--- src/rtl/tlp_rx_decoder_pkg.sv ---
// Shared TLP definitions for the Host->FPGA path: fmt/type codes, header field
// positions and the receive-decoder state encoding.
package tlp_rx_decoder_pkg;

  localparam logic [2:0] FMT_3DW_NODATA = 3'b000;
  localparam logic [2:0] FMT_4DW_NODATA = 3'b001;
  localparam logic [2:0] FMT_3DW_DATA   = 3'b010;
  localparam logic [2:0] FMT_4DW_DATA   = 3'b011;
  localparam logic [4:0] TYPE_MEM       = 5'b00000;
  localparam logic [9:0] LEN_ONE_DW     = 10'd1;

  // DW0 field positions
  localparam int unsigned FMT_MSB      = 32'd31;
  localparam int unsigned FMT_LSB      = 32'd29;
  localparam int unsigned FMT_DATA_BIT = 32'd30;
  localparam int unsigned FMT_4DW_BIT  = 32'd29;
  localparam int unsigned TYPE_MSB     = 32'd28;
  localparam int unsigned TYPE_LSB     = 32'd24;
  localparam int unsigned LEN_MSB      = 32'd9;
  localparam int unsigned LEN_LSB      = 32'd0;

  // DW1 field positions
  localparam int unsigned REQID_MSB    = 32'd31;
  localparam int unsigned REQID_LSB    = 32'd16;
  localparam int unsigned TAG_MSB      = 32'd15;
  localparam int unsigned TAG_LSB      = 32'd8;
  localparam int unsigned BE_MSB       = 32'd3;
  localparam int unsigned BE_LSB       = 32'd0;

  typedef enum logic [2:0] {
    ST_IDLE    = 3'd0,
    ST_HDR2    = 3'd1,
    ST_DATA    = 3'd2,
    ST_DISCARD = 3'd3,
    ST_EMIT    = 3'd4
  } tlp_state_e;

  function automatic logic hdr_supported(input logic [2:0] fmt,
                                         input logic [4:0] typ,
                                         input logic [9:0] len);
    hdr_supported = ((fmt == FMT_3DW_NODATA) || (fmt == FMT_4DW_NODATA) ||
                     (fmt == FMT_3DW_DATA)   || (fmt == FMT_4DW_DATA)) &&
                    (typ == TYPE_MEM) && (len == LEN_ONE_DW);
  endfunction

endpackage

--- src/rtl/tlp_byte_swap.sv ---
// Dword byte-order reversal, enabled at elaboration time.
module tlp_byte_swap #(
  parameter bit EN_SWAP = 1'b0
) (
  input  logic [31:0] dw,
  output logic [31:0] dw_swapped
);

  assign dw_swapped = EN_SWAP ? {dw[7:0], dw[15:8], dw[23:16], dw[31:24]} : dw;

endmodule

--- src/rtl/tlp_rx_decoder.sv ---
// Host->FPGA TLP receive decoder: turns 1-DW memory read/write TLPs into single
// register requests; every other TLP is consumed, counted and discarded.
module tlp_rx_decoder
  import tlp_rx_decoder_pkg::*;
#(
  parameter bit EN_SWAP   = 1'b0,
  parameter int REG_ABITS = 6
) (
  input  logic                 pcieClk_in,
  input  logic                 pcieRstN_in,
  input  logic [63:0]          rxData_in,
  input  logic                 rxSOP_in,
  input  logic                 rxEOP_in,
  input  logic                 rxValid_in,
  output logic                 rxReady_out,
  output logic                 reqValid_out,
  input  logic                 reqReady_in,
  output logic                 reqWrite_out,
  output logic [REG_ABITS-1:0] reqAddr_out,
  output logic [31:0]          reqData_out,
  output logic [3:0]           reqBE_out,
  output logic [15:0]          reqReqID_out,
  output logic [7:0]           reqTag_out,
  output logic [15:0]          dropCount_out
);

  localparam logic [2:0] IDLE    = ST_IDLE;
  localparam logic [2:0] HDR2    = ST_HDR2;
  localparam logic [2:0] DATA    = ST_DATA;
  localparam logic [2:0] DISCARD = ST_DISCARD;
  localparam logic [2:0] EMIT    = ST_EMIT;

  logic [2:0]           state;
  logic [2:0]           state_nx;
  logic [2:0]           beat0_nx;
  logic                 beat0_ok;
  logic                 beat0_drop;
  logic                 rx_ready;
  logic                 req_valid;
  logic                 is_write;
  logic                 is_4dw;
  logic [REG_ABITS-1:0] addr;
  logic [REG_ABITS-1:0] addr_nx;
  logic [31:0]          data;
  logic [3:0]           be;
  logic [15:0]          req_id;
  logic [7:0]           tag;
  logic [15:0]          drop_count;
  logic [16:0]          drop_sum;
  logic [1:0]           drop_inc;
  logic                 accept;
  logic                 ld_hdr;
  logic                 ld_addr;
  logic                 ld_data;
  logic                 addr_from_hi;
  logic                 data_from_hi;
  logic [31:0]          rx_lo;
  logic [31:0]          rx_hi;
  logic [31:0]          wdata_raw;
  logic [31:0]          wdata_swapped;

  assign rx_lo    = rxData_in[31:0];
  assign rx_hi    = rxData_in[63:32];
  assign accept   = rxValid_in & rx_ready;
  assign beat0_ok = hdr_supported(rx_lo[FMT_MSB:FMT_LSB], rx_lo[TYPE_MSB:TYPE_LSB],
                                  rx_lo[LEN_MSB:LEN_LSB]);

  assign wdata_raw = data_from_hi ? rx_hi : rx_lo;
  assign addr_nx   = addr_from_hi ? rx_hi[REG_ABITS+1:2] : rx_lo[REG_ABITS+1:2];
  assign drop_sum  = {1'b0, drop_count} + {15'd0, drop_inc};

  tlp_byte_swap #(.EN_SWAP(EN_SWAP)) u_swap (
    .dw         (wdata_raw),
    .dw_swapped (wdata_swapped)
  );

  // Classify a start-of-packet beat: where it leads and whether it is dropped outright.
  always_comb begin
    beat0_nx   = IDLE;
    beat0_drop = 1'b0;
    if (beat0_ok && !rxEOP_in) begin
      beat0_nx   = HDR2;
      beat0_drop = 1'b0;
    end else if (rxEOP_in) begin
      beat0_nx   = IDLE;
      beat0_drop = 1'b1;
    end else begin
      beat0_nx   = DISCARD;
      beat0_drop = 1'b1;
    end
  end

  // Next-state, field-load strobes and drop increment.
  always_comb begin
    state_nx     = state;
    drop_inc     = 2'd0;
    ld_hdr       = 1'b0;
    ld_addr      = 1'b0;
    ld_data      = 1'b0;
    addr_from_hi = 1'b0;
    data_from_hi = 1'b0;
    case (state)
      IDLE: begin
        if (accept && rxSOP_in) begin
          state_nx = beat0_nx;
          drop_inc = {1'b0, beat0_drop};
          ld_hdr   = 1'b1;
        end else begin
          state_nx = IDLE;
        end
      end
      HDR2: begin
        if (accept && rxSOP_in) begin
          // Abandoned TLP is dropped; the new SOP beat is parsed as its own header.
          state_nx = beat0_nx;
          drop_inc = beat0_drop ? 2'd2 : 2'd1;
          ld_hdr   = 1'b1;
        end else if (accept) begin
          if (is_4dw && (rx_lo != 32'd0)) begin
            state_nx = rxEOP_in ? IDLE : DISCARD;
            drop_inc = 2'd1;
          end else begin
            ld_addr      = 1'b1;
            addr_from_hi = is_4dw;
            if (is_write && (is_4dw || !rx_lo[2])) begin
              state_nx = rxEOP_in ? IDLE : DATA;
              drop_inc = rxEOP_in ? 2'd1 : 2'd0;
            end else begin
              ld_data      = is_write;
              data_from_hi = 1'b1;
              state_nx     = rxEOP_in ? EMIT : DISCARD;
              drop_inc     = rxEOP_in ? 2'd0 : 2'd1;
            end
          end
        end else begin
          state_nx = HDR2;
        end
      end
      DATA: begin
        if (accept && rxSOP_in) begin
          state_nx = beat0_nx;
          drop_inc = beat0_drop ? 2'd2 : 2'd1;
          ld_hdr   = 1'b1;
        end else if (accept) begin
          ld_data  = 1'b1;
          state_nx = rxEOP_in ? EMIT : DISCARD;
          drop_inc = rxEOP_in ? 2'd0 : 2'd1;
        end else begin
          state_nx = DATA;
        end
      end
      DISCARD: begin
        if (accept && rxEOP_in) begin
          state_nx = IDLE;
        end else begin
          state_nx = DISCARD;
        end
      end
      EMIT: begin
        if (reqReady_in) begin
          state_nx = IDLE;
        end else begin
          state_nx = EMIT;
        end
      end
      default: begin
        state_nx = IDLE;
      end
    endcase
  end

  // State, handshake flags, captured request fields and drop counter.
  always_ff @(posedge pcieClk_in) begin
    if (!pcieRstN_in) begin
      state      <= IDLE;
      rx_ready   <= 1'b0;
      req_valid  <= 1'b0;
      is_write   <= 1'b0;
      is_4dw     <= 1'b0;
      addr       <= '0;
      data       <= 32'd0;
      be         <= 4'd0;
      req_id     <= 16'd0;
      tag        <= 8'd0;
      drop_count <= 16'd0;
    end else begin
      state     <= state_nx;
      rx_ready  <= (state_nx != EMIT);
      req_valid <= (state_nx == EMIT);
      if (ld_hdr) begin
        is_write <= rx_lo[FMT_DATA_BIT];
        is_4dw   <= rx_lo[FMT_4DW_BIT];
        req_id   <= rx_hi[REQID_MSB:REQID_LSB];
        tag      <= rx_hi[TAG_MSB:TAG_LSB];
        be       <= rx_hi[BE_MSB:BE_LSB];
        data     <= 32'd0;
      end
      if (ld_addr) begin
        addr <= addr_nx;
      end
      if (ld_data) begin
        data <= wdata_swapped;
      end
      drop_count <= drop_sum[16] ? 16'hFFFF : drop_sum[15:0];
    end
  end

  assign rxReady_out   = rx_ready;
  assign reqValid_out  = req_valid;
  assign reqWrite_out  = is_write;
  assign reqAddr_out   = addr;
  assign reqData_out   = data;
  assign reqBE_out     = be;
  assign reqReqID_out  = req_id;
  assign reqTag_out    = tag;
  assign dropCount_out = drop_count;

endmodule

--- config.mk ---
export PLATFORM = sky130hd
export DESIGN_NAME = tlp_rx_decoder
export DESIGN_NICKNAME = d
export VERILOG_FILES = /design/src/rtl/tlp_rx_decoder_pkg.sv /design/src/rtl/tlp_byte_swap.sv /design/src/rtl/tlp_rx_decoder.sv
export SDC_FILE = /design/constraint.sdc
export NUM_CORES = 1
export LEC_CHECK = 0
export ABC_AREA = 1
export CORE_ASPECT_RATIO = 0.6
export CORE_MARGIN = 10
export CORE_UTILIZATION = 45
export DETAILED_ROUTE_END_ITERATION = 16
export PLACE_DENSITY = 0.91
export SYNTH_ARGS = -nofsm -noshare
export SYNTH_HDL_FRONTEND = slang
export SYNTH_SLANG_ARGS = --single-unit
--- constraint.sdc ---
create_clock -name pcieClk_in -period 4.7 [get_ports pcieClk_in]
set_input_delay 0.94 -clock pcieClk_in [delete_from_list [all_inputs] [get_ports pcieClk_in]]
set_output_delay 0.94 -clock pcieClk_in [all_outputs]
set_load 0.02 [all_outputs]
# == Yosys cells after proc, flatten, opt, wreduce, memory -nomap -nowiden ==
# Index checks and enable logic that the tools add are counted.
# W data, S select, Z words.
# classes
n_addsub,1
multipliers,0
n_div,0
n_lt_le_gt_ge,0
n_eq_ne,10
n_shift,0
mux,53
bitwise_logic,1
n_reduce_logical,19
# ops
operator,count
$mux W32,3
$reduce_bool A32 Y1,1
$mux W1,29
$mux W3,9
$add A16 B2 Y17,1
$mux W16,1
$pmux W3 S5,1
$mux W2,7
$eq A3 B2 Y1 const B,4
$eq A10 B1 Y1 const B,1
$logic_and A1 B1 Y1,7
$eq A3 B1 Y1 const B,2
$eq A3 B3 Y1 const B,2
$logic_not A3 Y1,2
$mux W6,1
$pmux W2 S3,1
$logic_not A5 Y1,1
$logic_or A1 B1 Y1,4
$ne A3 B3 Y1 const B,1
$reduce_or A3 Y1,1
$logic_not A1 Y1,2
$pmux W1 S2,1
$reduce_bool A2 Y1,1
$and A1 B1 Y1,1
# totals
reg_bits,89
latch_bits,0
ramBits,0
romBits,0
in_bits,70
out_inout_bits,85
elab_cells,95
mem_count,0

# == Longest topological paths before layout ==
# Gate-level depths: netlist of run 1.
# logic_depth
depth_word,12
depth_mapped,19
ltp_nobuf,18

# == Cells and area by module ==
# From an unflattened synthesis of run 1, not the netlist that was laid out.
# unflattened
hier_cells,645
hier_area_um2,4576.9
# by_module_without_submodules
mod,n_inst,cells_per_inst,area_per_inst_um2,seq_area_each_um2
tlp_rx_decoder,1,613,4336.7,1781.7
tlp_byte_swap,1,32,240.2,0.0

# == Least setup slack after synthesis of run 1 ==
# OpenSTA, ideal clock, no wires.
# synth_path
kind,input port to flip-flop
from,input port rxData_in[2]
to,"register drop_count[13], in the netlist dropCount_out[13]"
setup_time_ns,0.056
arrival_ns,3.365
t_required_ns,4.644
setup_slack_ns,1.279
path_stages,17
path_buffers,1
path_cell_list,inv_1 -> o21ai_1 -> ha_1 -> a31oi_1 -> nand3_1 -> o211ai_1 -> ha_1 -> inv_1 -> fa_1 -> inv_1 -> nand4_1 -> nor2_1 -> nand3_1 -> clkbuf_1 -> nand3b_1 -> nand2_1 -> inv_1
# synth_via
elab_chain_cells,10
word_cells_on_any_way,19
classes_between,1 x add/sub; 1 x eq/ne; 10 x mux; 7 x reduce/logical
# synth_lines
item,line_no,source
from (decl),tlp_rx_decoder.sv:11,"input logic [63:0] rxData_in,"
"parallel branches: the longest is 7 deep, another holds $reduce_bool A32 Y1",-,
$pmux W2 S3 (*),tlp_rx_decoder.sv:102,case (state)
$add A16 B2 Y17 (*),tlp_rx_decoder.sv:70,"assign drop_sum = {1'b0, drop_count} + {15'd0, drop_inc};"
$mux W16 (*),tlp_rx_decoder.sv:204,drop_count <= drop_sum[16] ? 16'hFFFF : drop_sum[15:0];
to (signal assigned),tlp_rx_decoder.sv:204,
to (decl),tlp_rx_decoder.sv:48,logic [15:0] drop_count;
# Mark *: on every way between the ends.
# A chain may end at the register's enable or synchronous reset.

# == Final worst setup path of run 1 ==
# layout_path
from,input port rxData_in[25]
to,"register drop_count[13], in the netlist dropCount_out[13]"
# layout_via
elab_chain_cells,9
word_cells_on_any_way,16
classes_between,1 x add/sub; 9 x mux; 6 x reduce/logical
# layout_lines
item,line_no
"parallel branches: the longest is 6 deep, another holds $reduce_bool A32 Y1",-
$pmux W2 S3 (*),tlp_rx_decoder.sv:102
$add A16 B2 Y17 (*),tlp_rx_decoder.sv:70
$mux W16 (*),tlp_rx_decoder.sv:204
# Marked as above.

==> results.sh, run 1 <==
export IMPL_antenna_found_initial=0
export IMPL_final_layout_size_suffix_gt1_frac=0.1152
export IMPL_cellLeakagePower_uw=0.002344
export IMPL_most_common_layout_cells="154 x sky130_fd_sc_hd__clkdlybuf4s50_1, 112 x sky130_fd_sc_hd__nand2_1, 89 x sky130_fd_sc_hd__dfxtp_1, 88 x sky130_fd_sc_hd__nor2_1, 61 x sky130_fd_sc_hd__inv_1"
export IMPL_syn_avg_cell_area_sq_um=7.244
export IMPL_overflow=0
export IMPL_core_sq_um=9774
export IMPL_drt_pre_antenna_iters=5
export IMPL_antennaDiodeCount=0
export IMPL_timing_setup_tns_ns=0
export IMPL_synth_fp_nets=693
export IMPL_track_usage=0.2004
export IMPL_worst_clock_skew_ns=0.006495
export IMPL_type_of_the_most_critical_hold_path="reg -> reg"
export IMPL_post_synthesis_mux_area_share=0
export IMPL_synth_compound_area_frac=0.2110
export IMPL_hold_viol=0
export IMPL_max_freq_ghz=0.2384
export IMPL_pwr_share_seq=0.454
export IMPL_ys_dominant_reg_cell="sky130_fd_sc_hd__dfxtp_1"
export IMPL_floorplan_initialDensity=0.4580
export IMPL_crit_arrival_ns=4.48
export IMPL_die_y_um=97.26
export IMPL_grt_max_degree=49
export IMPL_num_rows=28
export IMPL_main_area_contributors_after_synthesis="sky130_fd_sc_hd__dfxtp_1 40%, sky130_fd_sc_hd__nand2_1 9.4%, sky130_fd_sc_hd__a21oi_2 9.2%"
export IMPL_final_period_utilization=0.8926
export IMPL_p_switching_uw=436.9
export IMPL_wire_per_inst_um=16.87
export IMPL_first_pass_grt_wire_length_um=23560
export IMPL_final_core_utilization=0.6507
export IMPL_synth_seq_cells=89
export IMPL_clock_path_buffers=2
export IMPL_synth_simple_area_share=0.2619
export IMPL_tritoncts="built"
export IMPL_first_iter_violations=326
export IMPL_area_enclosed_by_the_die_boundary_sq_um=14470
export IMPL_p_sw_frac=0.2527
export IMPL_htree_levels=3
export IMPL_cts_num_sinks=89
export IMPL_fillerInstances=826
export IMPL_worst_setup_path_start_kind="input port"
export IMPL_final_setup_viol_count=0
export IMPL_ys_warnings_count=0
export IMPL_ant_nets=0
export IMPL_drv_cap=0
export IMPL_netlist_instances=618
export IMPL_timing_max_slew_rel_slack=0.2563
export IMPL_post_cts_resized=0
export IMPL_ys_seq_area_frac=0.3980
export IMPL_place_hpwl_um=11280
export IMPL_wl_um=15160
export IMPL_power_internal_uw=1292
export IMPL_finish_net_count=834
export IMPL_place_gp_congestion=0.9784
export IMPL_layout_cells_most_common="sky130_fd_sc_hd__clkdlybuf4s50_1"
export IMPL_detail_route_drc_violations=0
export IMPL_post_layout_minimum_cycle_time_ns=4.195
export IMPL_yosysUniqueCellTypes=34
export IMPL_clk_pin_slew_worst_paths_ns=0.07
export IMPL_critical_path_endpoint_type="register"
export IMPL_syn_area_sq_um=4477
export IMPL_portBuffers=154
export IMPL_synth_top_area_share=0.3980
export IMPL_worst_path_max_fanout=11
export IMPL_post_synth_xor_xnor_area=0.01761
export IMPL_route_detailed_vias_per_inst=5.115
export IMPL_clock_power_share=0.415
export IMPL_cts_root_buffer="sky130_fd_sc_hd__clkbuf_16"
export IMPL_postSynth_asyncResetShare=0
export IMPL_post_layout_total_power_uw=1729
export IMPL_critical_path_class="in -> reg"
export IMPL_vias=4598
export IMPL_number_of_enable_type_register_cells_in_the_synthesized_netlist=0
export IMPL_yosys_area_share_adder=0.01565
export IMPL_post_cts_hold_buffers=0
export IMPL_final_setup_worst_slack_ns=0.5049
export IMPL_power_density_cell_area_nw_per_um2=271.8
export IMPL_design_portCount=155
export IMPL_timing_worst_slew_pin_value_ns=1.114
export IMPL_synth_largest_area_cell="sky130_fd_sc_hd__dfxtp_1"
export IMPL_pre_cts_slack_ns=0.2376
export IMPL_final_number_of_max_transition_violations=0
export IMPL_clock_insertion_delay_worst_skew_ns=0.34
export IMPL_power_share_combinational=0.131
export IMPL_rsz0062_at_grt="false"
export IMPL_cts_inserted_buffers=9
export IMPL_cts_setup_buffers=0
export IMPL_cp_required_ns=4.99
export IMPL_outcome="completed"
export IMPL_grt_pass1_vias=4446
export IMPL_flow_area_growth_from_synthesis_pct=42.06
export IMPL_die_span_x_um=148.8
export IMPL_power_ir_vdd_worst_mv=0.1716
export IMPL_main_combinational_cell_family_by_area_after_synthesis="simple AND/OR/NAND/NOR gates"
state kept, by name (all words and copies together) (netlist names):
name / cells
reqTag_out: 8
is_4dw: 1
reqAddr_out: 6
reqWrite_out: 1
reqData_out: 32
reqBE_out: 4
reqReqID_out: 16
rxReady_out: 1
dropCount_out: 16
state: 3
reqValid_out: 1
power groups by stage:
| stage | logic, uW | registers, uW | clock network [uW] |
|---|---|---|---|
| floorplan | 78.4 | 819 | 0 |
| global placement | 222 | 800 | 0 |
| detailed placement | 224 | 802 | 0 |
| CTS | 226 | 785 | 731 |
| global route | 243 | 786 | 756 |
| finish | 226 | 785 | 717 |
stage by stage:
step	cells	area (sq um)	hold slack (ns)
after detailed placement	883	6063	0.4570
final	899	6360	0.4652
after CTS	899	6360	0.4672
after global routing	899	6360	0.4890
after floorplan	618	4477	0.5030
after global placement	883	6063	0.4532
critical path, cell delays in order:
cell and delay (ns):
sky130_fd_sc_hd__clkdlybuf4s50_1 0.42, sky130_fd_sc_hd__nor2_1 0.11, sky130_fd_sc_hd__nand3_1 0.18, sky130_fd_sc_hd__nor2_2 0.18, sky130_fd_sc_hd__nand2_1 0.10, sky130_fd_sc_hd__o21ai_0 0.35
sky130_fd_sc_hd__o211ai_1 0.16, sky130_fd_sc_hd__o211ai_1 0.13, sky130_fd_sc_hd__ha_1 0.19, sky130_fd_sc_hd__inv_1 0.06, sky130_fd_sc_hd__fa_1 0.41, sky130_fd_sc_hd__inv_1 0.10
sky130_fd_sc_hd__nand4_1 0.19, sky130_fd_sc_hd__nor2_1 0.21, sky130_fd_sc_hd__nand3_1 0.39, sky130_fd_sc_hd__nand3b_1 0.22, sky130_fd_sc_hd__nand2_1 0.07, sky130_fd_sc_hd__inv_1 0.06
area by class of cell:
cell class / instances / area [sq um] / share of cell area
Clock buffer: 10 / 229.0 / 0.03600
Sequential cell: 89 / 1782 / 0.2801
Multi-Input combinational cell: 429 / 2271 / 0.3571
Inverter: 72 / 270.3 / 0.04249
Tap cell: 135 / 168.9 / 0.02656
Clock inverter: 6 / 67.56 / 0.01062
Timing Repair Buffer: 158 / 1572 / 0.2471
metal layers:
| metal | global-route usage | vias up | wire, um |
|---|---|---|---|
| met5 | 0 | - | 0 |
| met4 | 0.04658 | 0 | 163 |
| met3 | 0.06744 | 18 | 1399 |
| met2 | 0.3063 | 193 | 6581 |
| met1 | 0.2654 | 2128 | 7019 |
| li1 | - | 2259 | - |
final timing paths:
path	slack, ns	cells past startpoint	end	start
worst max-delay path	0.50	18	dropCount_out[13]	rxData_in[25]
worst min-delay path	0.47	2	reqData_out[22]	reqData_out[22]
worst max register to register	1.43	14	dropCount_out[13]	rxReady_out
worst min register to register	0.47	2	reqData_out[22]	reqData_out[22]
cells in the mapped netlist, types with 7 or more instances:
| cell type | instances |
|---|---|
| sky130_fd_sc_hd__a21oi_1 | 38 |
| sky130_fd_sc_hd__a21oi_2 | 47 |
| sky130_fd_sc_hd__buf_2 | 7 |
| sky130_fd_sc_hd__clkbuf_1 | 15 |
| sky130_fd_sc_hd__dfxtp_1 | 89 |
| sky130_fd_sc_hd__inv_1 | 62 |
| sky130_fd_sc_hd__inv_2 | 9 |
| sky130_fd_sc_hd__nand2_1 | 112 |
| sky130_fd_sc_hd__nand3_1 | 19 |
| sky130_fd_sc_hd__nor2_1 | 88 |
| sky130_fd_sc_hd__nor3_1 | 8 |
| sky130_fd_sc_hd__o21ai_0 | 40 |
| sky130_fd_sc_hd__or2_0 | 28 |
cell families (layout without fill, tap and decap cells):
logic type               count (synthesis)  in the layout
AND/OR/NAND/NOR                        269            269
AO/OA/AOI/OAI                          146            146
buffers and inverters                  100            246
flip-flops                              89             89
XOR/XNOR                                 9              9
adder cells (fa/ha/maj)                  5              5
No activity file was read; power rests on OpenSTA's default activity.
==> run 2, diff against run 1 <==
Settings changed: SLEW_MARGIN set to 20.
==> run 2 against run 1 <==
  * Critical path type unchanged
  * Die area is the same
  * Highest routed layer unchanged
  * Global-route usage is the same
  * Via count shrank 0.15%
==> results.sh, run 2 (same netlist as run 1, synthesis figures left out) <==
export IMPL_vias=4591
export IMPL_path_buf_inv=4
export IMPL_final_setup_viol_count=0
export IMPL_post_layout_total_power_uw=1728
export IMPL_rr_worst_depth=14
export IMPL_ant_nets=0
export IMPL_clock_insertion_delay_worst_skew_ns=0.34
export IMPL_power_ir_vdd_worst_mv=0.1719
export IMPL_post_cts_resized=0
export IMPL_cp_required_ns=4.99
export IMPL_wl_um=15150
export IMPL_final_number_of_max_transition_violations=0
export IMPL_worst_path_max_fanout=11
export IMPL_track_usage=0.2004
export IMPL_critical_path_class="in -> reg"
export IMPL_crit_arrival_ns=4.48
export IMPL_floorplan_initialDensity=0.4580
export IMPL_cts_inserted_buffers=9
export IMPL_worst_clock_skew_ns=0.005969
export IMPL_die_y_um=97.26
export IMPL_post_cts_hold_buffers=0
export IMPL_final_layout_size_suffix_gt1_frac=0.1152
export IMPL_critical_path_most_common_cell="sky130_fd_sc_hd__inv_1"
export IMPL_detail_route_drc_violations=0
export IMPL_met1_demand_to_capacity_share_in_global_routing=0.2654
export IMPL_place_hpwl_um=11280
export IMPL_first_iter_violations=326
export IMPL_cts_root_buffer="sky130_fd_sc_hd__clkbuf_16"
export IMPL_regToRegSetupSlack_ns=1.43
export IMPL_placed_cell_area_sq_um=6063
export IMPL_hold_viol=0
export IMPL_cts_num_sinks=89
export IMPL_worst_r2r_endpoint="dropCount_out[13]"
export IMPL_cp_slowest_cell="sky130_fd_sc_hd__clkdlybuf4s50_1"
export IMPL_grt_met3_usage=0.06744
export IMPL_gr_max_usage_layer="met2"
export IMPL_route_detailed_vias_per_inst=5.107
export IMPL_timing_worst_slew_pin_value_ns=0.8695
export IMPL_largest_register_ff_count=32
export IMPL_finish_net_count=834
export IMPL_crit_path_start="rxData_in[25]"
export IMPL_portBuffers=154
export IMPL_wire_per_inst_um=16.86
export IMPL_design_portCount=155
export IMPL_worst_path_dominant_cell_family="simple AND/OR/NAND/NOR gates"
export IMPL_die_span_x_um=148.8
export IMPL_first_pass_grt_wire_length_um=23560
export IMPL_htree_levels=3
export IMPL_outcome="completed"
export IMPL_type_of_the_most_critical_hold_path="reg -> reg"
export IMPL_rsz0062_at_grt="false"
export IMPL_area_enclosed_by_the_die_boundary_sq_um=14470
export IMPL_clk_pin_slew_worst_paths_ns=0.07
export IMPL_critical_path_endpoint_type="register"
export IMPL_timing_setup_tns_ns=0
export IMPL_fillerInstances=825
export IMPL_max_freq_ghz=0.2383
export IMPL_grt_met2_usage=0.3063
export IMPL_layout_cells_most_common="sky130_fd_sc_hd__clkdlybuf4s50_1"
export IMPL_final_core_utilization=0.6508
export IMPL_path_cells="clkdlybuf4s50_1 > nor2_1 > nand3_1 > nor2_2 > nand2_1 > o21ai_0 > o211ai_1 > o211ai_1 > ha_1 > inv_1 > fa_1 > inv_1 > nand4_1 > nor2_1 > nand3_1 > nand3b_1 > nand2_1 > inv_1"
export IMPL_power_density_cell_area_nw_per_um2=271.6
export IMPL_numPlacedInstances=883
export IMPL_grt_pass1_vias=4446
export IMPL_max_stage_delay_ns=0.42
export IMPL_num_rows=28
export IMPL_timing_max_slew_rel_slack=0.4197
export IMPL_grt_max_degree=49
export IMPL_drt_pre_antenna_iters=5
export IMPL_worstSetupEndpoint="dropCount_out[13]"
export IMPL_cellLeakagePower_uw=0.002344
export IMPL_final_period_utilization=0.8927
export IMPL_core_sq_um=9774
export IMPL_tritoncts="built"
export IMPL_place_gp_congestion=0.9784
export IMPL_clock_path_buffers=2
export IMPL_worst_r2r_startpoint="rxReady_out"
export IMPL_flow_area_growth_from_synthesis_pct=42.09
export IMPL_layout_cells_non_filler=899
export IMPL_overflow=0
export IMPL_stdcell_area_sq_um=6361
export IMPL_post_layout_minimum_cycle_time_ns=4.196
export IMPL_hold_path_startpoint="reqData_out[22]"
export IMPL_most_common_layout_cells="154 x sky130_fd_sc_hd__clkdlybuf4s50_1, 112 x sky130_fd_sc_hd__nand2_1, 89 x sky130_fd_sc_hd__dfxtp_1, 88 x sky130_fd_sc_hd__nor2_1, 61 x sky130_fd_sc_hd__inv_1"
export IMPL_drv_cap=0
export IMPL_antennaDiodeCount=0
export IMPL_cts_setup_buffers=0
export IMPL_timing_critical_path_depth=18
export IMPL_antenna_found_initial=0
export IMPL_worst_setup_path_start_kind="input port"
[run 2: changes by cell type in the layout (fill, tap and decap cells not counted), sizes merged]
| cell | change |
|---|---|
| clkinv | +1 |
| inv | -1 |
[run 2: final cells by class]
| class | instances | area, sq um | area share |
|---|---|---|---|
| inverters | 72 | 271.5 | 0.04268 |
| flip-flops and latches | 89 | 1782 | 0.2801 |
| well taps | 135 | 168.9 | 0.02655 |
| repair buffers | 158 | 1572 | 0.2471 |
| multi-input cells | 429 | 2271 | 0.3570 |
| clock inverters | 6 | 67.56 | 0.01062 |
| clock buffers | 10 | 229.0 | 0.03600 |
[run 2: power breakdown]
| part | switching, uW | internal [uW] | leakage (uW) | total, uW |
|---|---|---|---|---|
| Sequential | 12.8 | 772 | 0.000721 | 785 |
| Combinational | 121 | 105 | 0.00148 | 226 |
| Clock | 302 | 414 | 0.000139 | 716 |
| Total | 436 | 1290 | 0.00234 | 1730 |
[run 2: per-layer routing]
metal	routed length, um	vias to the layer above
met5	0	-
met2	6587	193
met4	163	0
li1	-	2258
met3	1421	18
met1	6982	2122
[run 2: stage by stage]
step                hold slack, ns  setup slack (ns)
floorplan                   0.5030             1.279
global placement            0.4532            0.4460
detailed placement          0.4570            0.2376
CTS                         0.4672            0.5992
global route                0.4890            0.2242
finish                      0.4641            0.5043
[run 2: how the worst min path moves through the flow]
stage                 endpoint  slack (ns)  cells after the start
3_3_place_gp   reqData_out[27]        0.45                      2
2_1_floorplan           is_4dw        0.50                      2
5_1_grt        reqData_out[22]        0.49                      2
6_report       reqData_out[22]        0.46                      2
4_1_cts        reqData_out[22]        0.47                      2
3_5_place_dp   reqData_out[22]        0.46                      2
[run 2: worst reg2reg max path: stages (launching register included)]
cell and delay [ns]:
sky130_fd_sc_hd__dfxtp_1 0.35, sky130_fd_sc_hd__nand2_1 0.13, sky130_fd_sc_hd__nor2_1 0.33, sky130_fd_sc_hd__o21ai_0 0.27, sky130_fd_sc_hd__o211ai_1 0.24, sky130_fd_sc_hd__ha_1 0.19, sky130_fd_sc_hd__inv_1 0.06, sky130_fd_sc_hd__fa_1 0.41
sky130_fd_sc_hd__inv_1 0.10, sky130_fd_sc_hd__nand4_1 0.19, sky130_fd_sc_hd__nor2_1 0.21, sky130_fd_sc_hd__nand3_1 0.39, sky130_fd_sc_hd__nand3b_1 0.22, sky130_fd_sc_hd__nand2_1 0.07, sky130_fd_sc_hd__inv_1 0.06
